`src/rtl/ppm_symbol_decoder_pkg.sv`:
```
// Shared types and defaults for the L-PPM symbol decoder.
// Build option PPM_ERRCNT_EN enables the saturating error counter in the top.
package ppm_pkg;

   typedef enum logic {
      IDLE = 1'b0,
      RUN  = 1'b1
   } state_t;

   localparam int DEF_BITS_PER_SYM = 2;
   localparam int DEF_SPS_LOG2     = 1;
   localparam int ERRCNT_W         = 16;

endpackage

```
`src/rtl/ppm_symbol_decoder_if.sv`:
```
// Line-side and result-side signals of the PPM decoder.
// slave = decoder, master = whatever drives en/din and consumes the results.
interface ppm_symbol_decoder_if
   import ppm_pkg::*;
   #(parameter int BITS_PER_SYM = DEF_BITS_PER_SYM)
   ();

   logic                    en;
   logic                    din;
   logic [BITS_PER_SYM-1:0] data_out;
   logic                    data_valid;
   logic                    sym_err;
   logic                    busy;

   modport master (
      output en, din,
      input  data_out, data_valid, sym_err, busy
   );

   modport slave (
      input  en, din,
      output data_out, data_valid, sym_err, busy
   );

endinterface

```
`src/rtl/ppm_symbol_decoder_frame_counter.sv`:
```
// Sample counter across one PPM frame; held at 0 while en is low, wraps at FRAME-1.
module ppm_frame_counter #(
   parameter int CNT_W = 3
) (
   input  logic             clk16,
   input  logic             rst,
   input  logic             en,
   output logic [CNT_W-1:0] cnt,
   output logic             frame_last
);

   always_ff @(posedge clk16) begin
      if (rst || !en) begin
         cnt <= '0;
      end else begin
         cnt <= cnt + CNT_W'(1);
      end
   end

   // FRAME is a power of two, so its last sample is the all-ones count
   assign frame_last = en && (cnt == {CNT_W{1'b1}});

endmodule

```
`src/rtl/ppm_symbol_decoder.sv`:
```
// L-PPM demodulator: finds the single falling edge per frame and reports its slot.
// Build option PPM_ERRCNT_EN adds a saturating count of errored frames on err_count.
//
// state | meaning
// IDLE  | waiting for en; a cycle with en=1 here is already sample 0 of a frame
// RUN   | framing and decoding, frame counter running
module ppm_symbol_decoder
   import ppm_pkg::*;
#(
   parameter int BITS_PER_SYM = DEF_BITS_PER_SYM,
   parameter int SPS_LOG2     = DEF_SPS_LOG2
) (
   input  logic                clk16,
   input  logic                rst,
   ppm_symbol_decoder_if.slave bus
`ifdef PPM_ERRCNT_EN
   ,
   output logic [ERRCNT_W-1:0] err_count
`endif
);

   localparam int CNT_W = BITS_PER_SYM + SPS_LOG2;

   state_t                  state;
   state_t                  state_nxt;
   logic [CNT_W-1:0]        cnt;
   logic                    frame_last;
   logic                    din_q;
   logic                    pulse;
   logic [1:0]              edge_cnt;
   logic [1:0]              edge_tot;
   logic [BITS_PER_SYM-1:0] slot;
   logic [BITS_PER_SYM-1:0] slot_fin;
   logic [BITS_PER_SYM-1:0] data_out_q;
   logic                    data_valid_q;
   logic                    sym_err_q;

   ppm_frame_counter #(.CNT_W(CNT_W)) u_frame_counter (
      .clk16      (clk16),
      .rst        (rst),
      .en         (bus.en),
      .cnt        (cnt),
      .frame_last (frame_last)
   );

   always_ff @(posedge clk16) begin
      if (rst) begin
         state <= IDLE;
      end else begin
         state <= state_nxt;
      end
   end

   always_comb begin
      state_nxt = state;
      case (state)
         IDLE:    if (bus.en)  state_nxt = RUN;
         RUN:     if (!bus.en) state_nxt = IDLE;
         default: state_nxt = IDLE;
      endcase
   end

   // Fold in the current sample so an edge on sample FRAME-1 still counts for its frame
   always_comb begin
      pulse    = bus.en && din_q && !bus.din;
      edge_tot = edge_cnt;
      slot_fin = slot;
      if (pulse) begin
         edge_tot = (edge_cnt == 2'd0) ? 2'd1 : 2'd2;
         if (edge_cnt == 2'd0) begin
            slot_fin = cnt[CNT_W-1:SPS_LOG2];
         end
      end
   end

   always_ff @(posedge clk16) begin
      if (rst) begin
         din_q        <= 1'b1;
         edge_cnt     <= 2'd0;
         slot         <= '0;
         data_out_q   <= '0;
         data_valid_q <= 1'b0;
         sym_err_q    <= 1'b0;
      end else begin
         data_valid_q <= frame_last;
         sym_err_q    <= frame_last && (edge_tot != 2'd1);
         if (frame_last) begin
            data_out_q <= (edge_tot == 2'd1) ? slot_fin : '0;
         end
         // din_q only resets when not running, so a low held over a boundary is not an edge
         din_q <= bus.en ? bus.din : 1'b1;
         if (!bus.en || frame_last) begin
            edge_cnt <= 2'd0;
            slot     <= '0;
         end else begin
            edge_cnt <= edge_tot;
            slot     <= slot_fin;
         end
      end
   end

   assign bus.data_out   = data_out_q;
   assign bus.data_valid = data_valid_q;
   assign bus.sym_err    = sym_err_q;
   assign bus.busy       = (state == RUN);

`ifdef PPM_ERRCNT_EN
   always_ff @(posedge clk16) begin
      if (rst) begin
         err_count <= '0;
      end else if (sym_err_q && (err_count != {ERRCNT_W{1'b1}})) begin
         err_count <= err_count + ERRCNT_W'(1);
      end
   end
`endif

endmodule

```
`src/flat_wrapper.sv`:
```
// flat-port wrapper written by rule: the top's interface ports become plain ports
module ppm_symbol_decoder_flat import ppm_pkg::*;
#(
   parameter int BITS_PER_SYM = DEF_BITS_PER_SYM,
   parameter int SPS_LOG2     = DEF_SPS_LOG2
)
  (clk16, rst, bus_en, bus_din, bus_data_out, bus_data_valid, bus_sym_err, bus_busy);
  ppm_symbol_decoder_if #(.BITS_PER_SYM(BITS_PER_SYM)) bus_i ();
  input  logic clk16;
  input  logic rst;
  input wire logic [$bits(bus_i.en)-1:0] bus_en;
  input wire logic [$bits(bus_i.din)-1:0] bus_din;
  output wire logic [$bits(bus_i.data_out)-1:0] bus_data_out;
  output wire logic [$bits(bus_i.data_valid)-1:0] bus_data_valid;
  output wire logic [$bits(bus_i.sym_err)-1:0] bus_sym_err;
  output wire logic [$bits(bus_i.busy)-1:0] bus_busy;
  assign bus_i.en = bus_en;
  assign bus_i.din = bus_din;
  assign bus_data_out = bus_i.data_out;
  assign bus_data_valid = bus_i.data_valid;
  assign bus_sym_err = bus_i.sym_err;
  assign bus_busy = bus_i.busy;
  ppm_symbol_decoder #(.BITS_PER_SYM(BITS_PER_SYM), .SPS_LOG2(SPS_LOG2)) u_core (.clk16(clk16), .rst(rst), .bus(bus_i));
endmodule
```
`config.mk`:
```
export PLATFORM = sky130hd
export DESIGN_NAME = ppm_symbol_decoder_flat
export DESIGN_NICKNAME = d
export VERILOG_FILES = /design/src/rtl/ppm_symbol_decoder_pkg.sv /design/src/rtl/ppm_symbol_decoder_if.sv /design/src/rtl/ppm_symbol_decoder_frame_counter.sv /design/src/rtl/ppm_symbol_decoder.sv /design/src/flat_wrapper.sv
export SDC_FILE = /design/constraint.sdc
export NUM_CORES = 1
export LEC_CHECK = 0
export CORE_AREA = 2 2 39 41
export DETAILED_ROUTE_END_ITERATION = 12
export DIE_AREA = 0 0 41 43
export SLEW_MARGIN = 15
export SYNTH_ARGS = -nofsm -noshare
export SYNTH_HDL_FRONTEND = slang
export SYNTH_SLANG_ARGS = --single-unit
```
`constraint.sdc`:
```
create_clock -name clk16 -period 1.41 [get_ports clk16]
set_input_delay 0.2115 -clock clk16 [delete_from_list [all_inputs] [get_ports clk16]]
set_output_delay 0.2115 -clock clk16 [all_outputs]
set_load 0.1 [all_outputs]
```
==> key figures <==
STA
  • Max frequency: a little under 900 MHz
  • Hold violation total from the final report: 0
  • Fin Clk Skew: 0.625 ps
  • Period utilization: 0.797
  • RSZ-0062 raised after global routing: no
  • Setup violators final: 0
  • Slew headroom: 0.864
  • Sum Neg Setup Slack: 0 ps
  • Pin slew with the least headroom to its limit: 198 ps
  • Final hold slack: between 400 and 500 ps
  • Post-route minimum period: 1120 ps
  • Pins Over Slew Limit: 0

Clock tree
  • Post-CTS Repair Setup Buffers: 0
  • Number of clock sinks: 13
  • Max Root-Sink Buffers: 2
  • Resize count post-CTS: 0
  • H-tree depth: 1
  • Total CTS buffers: 3
  • CTS tree: yes
  • Clock latency of the later-clocked register in the worst-skew pair: around 270 ps
  • Hold buffers post-CTS: 0
  • Master cell of the clock root buffer: clkbuf_4
  • Clock-pin slew on the worst setup and hold paths: roughly 80 ps

Drt
  • Via-per-instance ratio: 4.41
  • Detailed-routing iteration count for the pre-antenna-repair pass: 3
  • DRT antenna net count: 0
  • WL per Instance: 9.64 um
  • Detailed Route WL: slightly above 700 um
  • DRC violation count after routing: 0
  • Detailed-route via count: 326
  • Iter 0 DRT Violations: 5

Yosys
  • Gate count after technology mapping: 44
  • Number of storage elements in the synthesis netlist: 13
  • Synth Cell Area: between 400 and 500 sq um
  • Yosys warning total: 0
  • Share of the yosys chip area belonging to registers: 0.543
  • Yosys cell types: 20
  • Post-Synthesis Mean Instance Area: about 11 sq um
  • Syn Nets: 50

Setup path
  • Top fanout value on the critical path: 4
  • Crit path capture type: register
  • Startpoint-to-endpoint class of the critical path: register to register
  • Required time worst endpoint: ~1600 ps
  • Arr. time, crit path: between 1000 and 1500 ps
  • CP startpoint kind: register

Layout
  • Antenna diode count: 0
  • Final-stage net count: 65
  • Highest-count cells in the layout ignoring fill and taps: dfxtp_1 (13), nand2_1 (5), buf_12 (5)
  • Most common library cell in the layout ignoring fill and taps: dfxtp_1
  • Layout cells sized above 1: 0.328
  • Final instance area: around 670 sq um
  • Layout Area Growth over Synthesis: 40.2%

Floorplan
  • Standard-cell row count: 14
  • Die height: roughly 43 um
  • Area of the die: roughly 1800 sq um
  • Width of the die: 41 um
  • Starting density of the core: 0.346
  • Area of the core: roughly 1400 sq um
  • I/O pin total: 9

GRT
  • Maximum number of pins on one net before global-route repair: 9
  • Total global routing overflow: 0
  • GR Util All Layers: 0.107
  • Number of antenna violations at the first check in global routing: 0
  • Wire length of the first global-routing pass: between 1 and 1.5 mm
  • Via count of the first global-routing pass: 290

Min path
  • Hold Crit Class: register to register

Place
  • Routability cong.: a little over 0.7
  • Placed wire-length estimate: between 500 and 600 um
  • Total placed instance area: about 640 sq um
  • Port buffer count: 8

Pwr
  • Total power per unit cell area: about 1000 nW/um^2
  • Leakage power: 0.284 nW
  • Peak supply drop: 393 uV

Status
  • Run status: completed

Job
  • Count of max-cap constraint violations: 0
[Yosys cell counts, drive strengths merged]
cell	instances	area share
nand2b	2	0.031
nor2	5	0.060
mux2	1	0.031
dfxtp	13	0.54
nand3	1	0.021
mux2i	2	0.042
ha	2	0.052
and2	2	0.026
o21ai	2	0.021
a21oi	2	0.021
a31oi	1	0.013
nand2	6	0.052
and2b	1	0.021
nor2b	3	0.055
nor3	1	0.010
[layer usage]
layer  wire length (um)  GRT usage
met2                312      0.141
met3                 64     0.0838
met1                335      0.109
met4                  0     0.0800
met5                  0          0
[power by group]
part           internal [W]  switching, W  total [W]
logic             0.0000334     0.0000328  0.0000662
clock network      0.000105      0.000122   0.000227
registers          0.000373    0.00000417   0.000378
[final timing paths]
path                                                               start                                       end  slack [ps]  cells past startpoint
worst max-delay path            u_core.u_frame_counter.cnt[0]$_SDFF_PP0_             u_core.edge_cnt[0]$_SDFF_PP0_         290                      4
worst min-delay path            u_core.u_frame_counter.cnt[0]$_SDFF_PP0_  u_core.u_frame_counter.cnt[0]$_SDFF_PP0_         430                      1
worst max register to register  u_core.u_frame_counter.cnt[0]$_SDFF_PP0_             u_core.edge_cnt[0]$_SDFF_PP0_         290                      4
worst min register to register  u_core.u_frame_counter.cnt[0]$_SDFF_PP0_  u_core.u_frame_counter.cnt[0]$_SDFF_PP0_         430                      1
[layout make-up]
class | instances | area, sq um
multi-input combinational | 31 | 219
clock buffer | 3 | 22.5
sequential | 13 | 260
tap | 16 | 20.0
timing repair buffer | 10 | 145
clock inverter | 1 | 5.00
fill | 135 | 712
[registers in the layout, indices dropped and copies added, names as in the netlist]
signal	cells
u_core.bus.data_out	2
u_core.bus.busy	1
u_core.bus.data_valid	1
u_core.bus.sym_err	1
u_core.u_frame_counter.cnt	3
u_core.edge_cnt	2
u_core.din_q	1
u_core.slot	2
[cell families (layout without fill, tap and decap cells)]
kind of cell | after synthesis | in the layout | share of synthesized area
adders and majority gates | 2 | 2 | 0.0522
muxes | 3 | 3 | 0.0731
buffers and inverters | 0 | 14 | 0
and+or+nand+nor | 21 | 21 | 0.277
DFF | 13 | 13 | 0.543
AOI/OAI and AO/OA | 5 | 5 | 0.0548
[worst max-delay path: stages (launching register included)]
cell and delay, ps:
dfxtp_1 320, ha_1 190, ha_1 210, nand2b_1 210
a21oi_1 130
[through the flow]
stage / power [W] / setup slack [ps] / instances / utilization
CTS: 0.000688 / 261 / 74 / 0.486
global placement: 0.000453 / 21.6 / 70 / 0.466
finish: 0.000671 / 287 / 74 / 0.486
detailed placement: 0.000453 / 4.02 / 70 / 0.466
floorplan: 0.000424 / 235 / 44 / -
global route: 0.000715 / 190 / 74 / 0.486
Note: power is estimated with default switching activity, not from simulation.
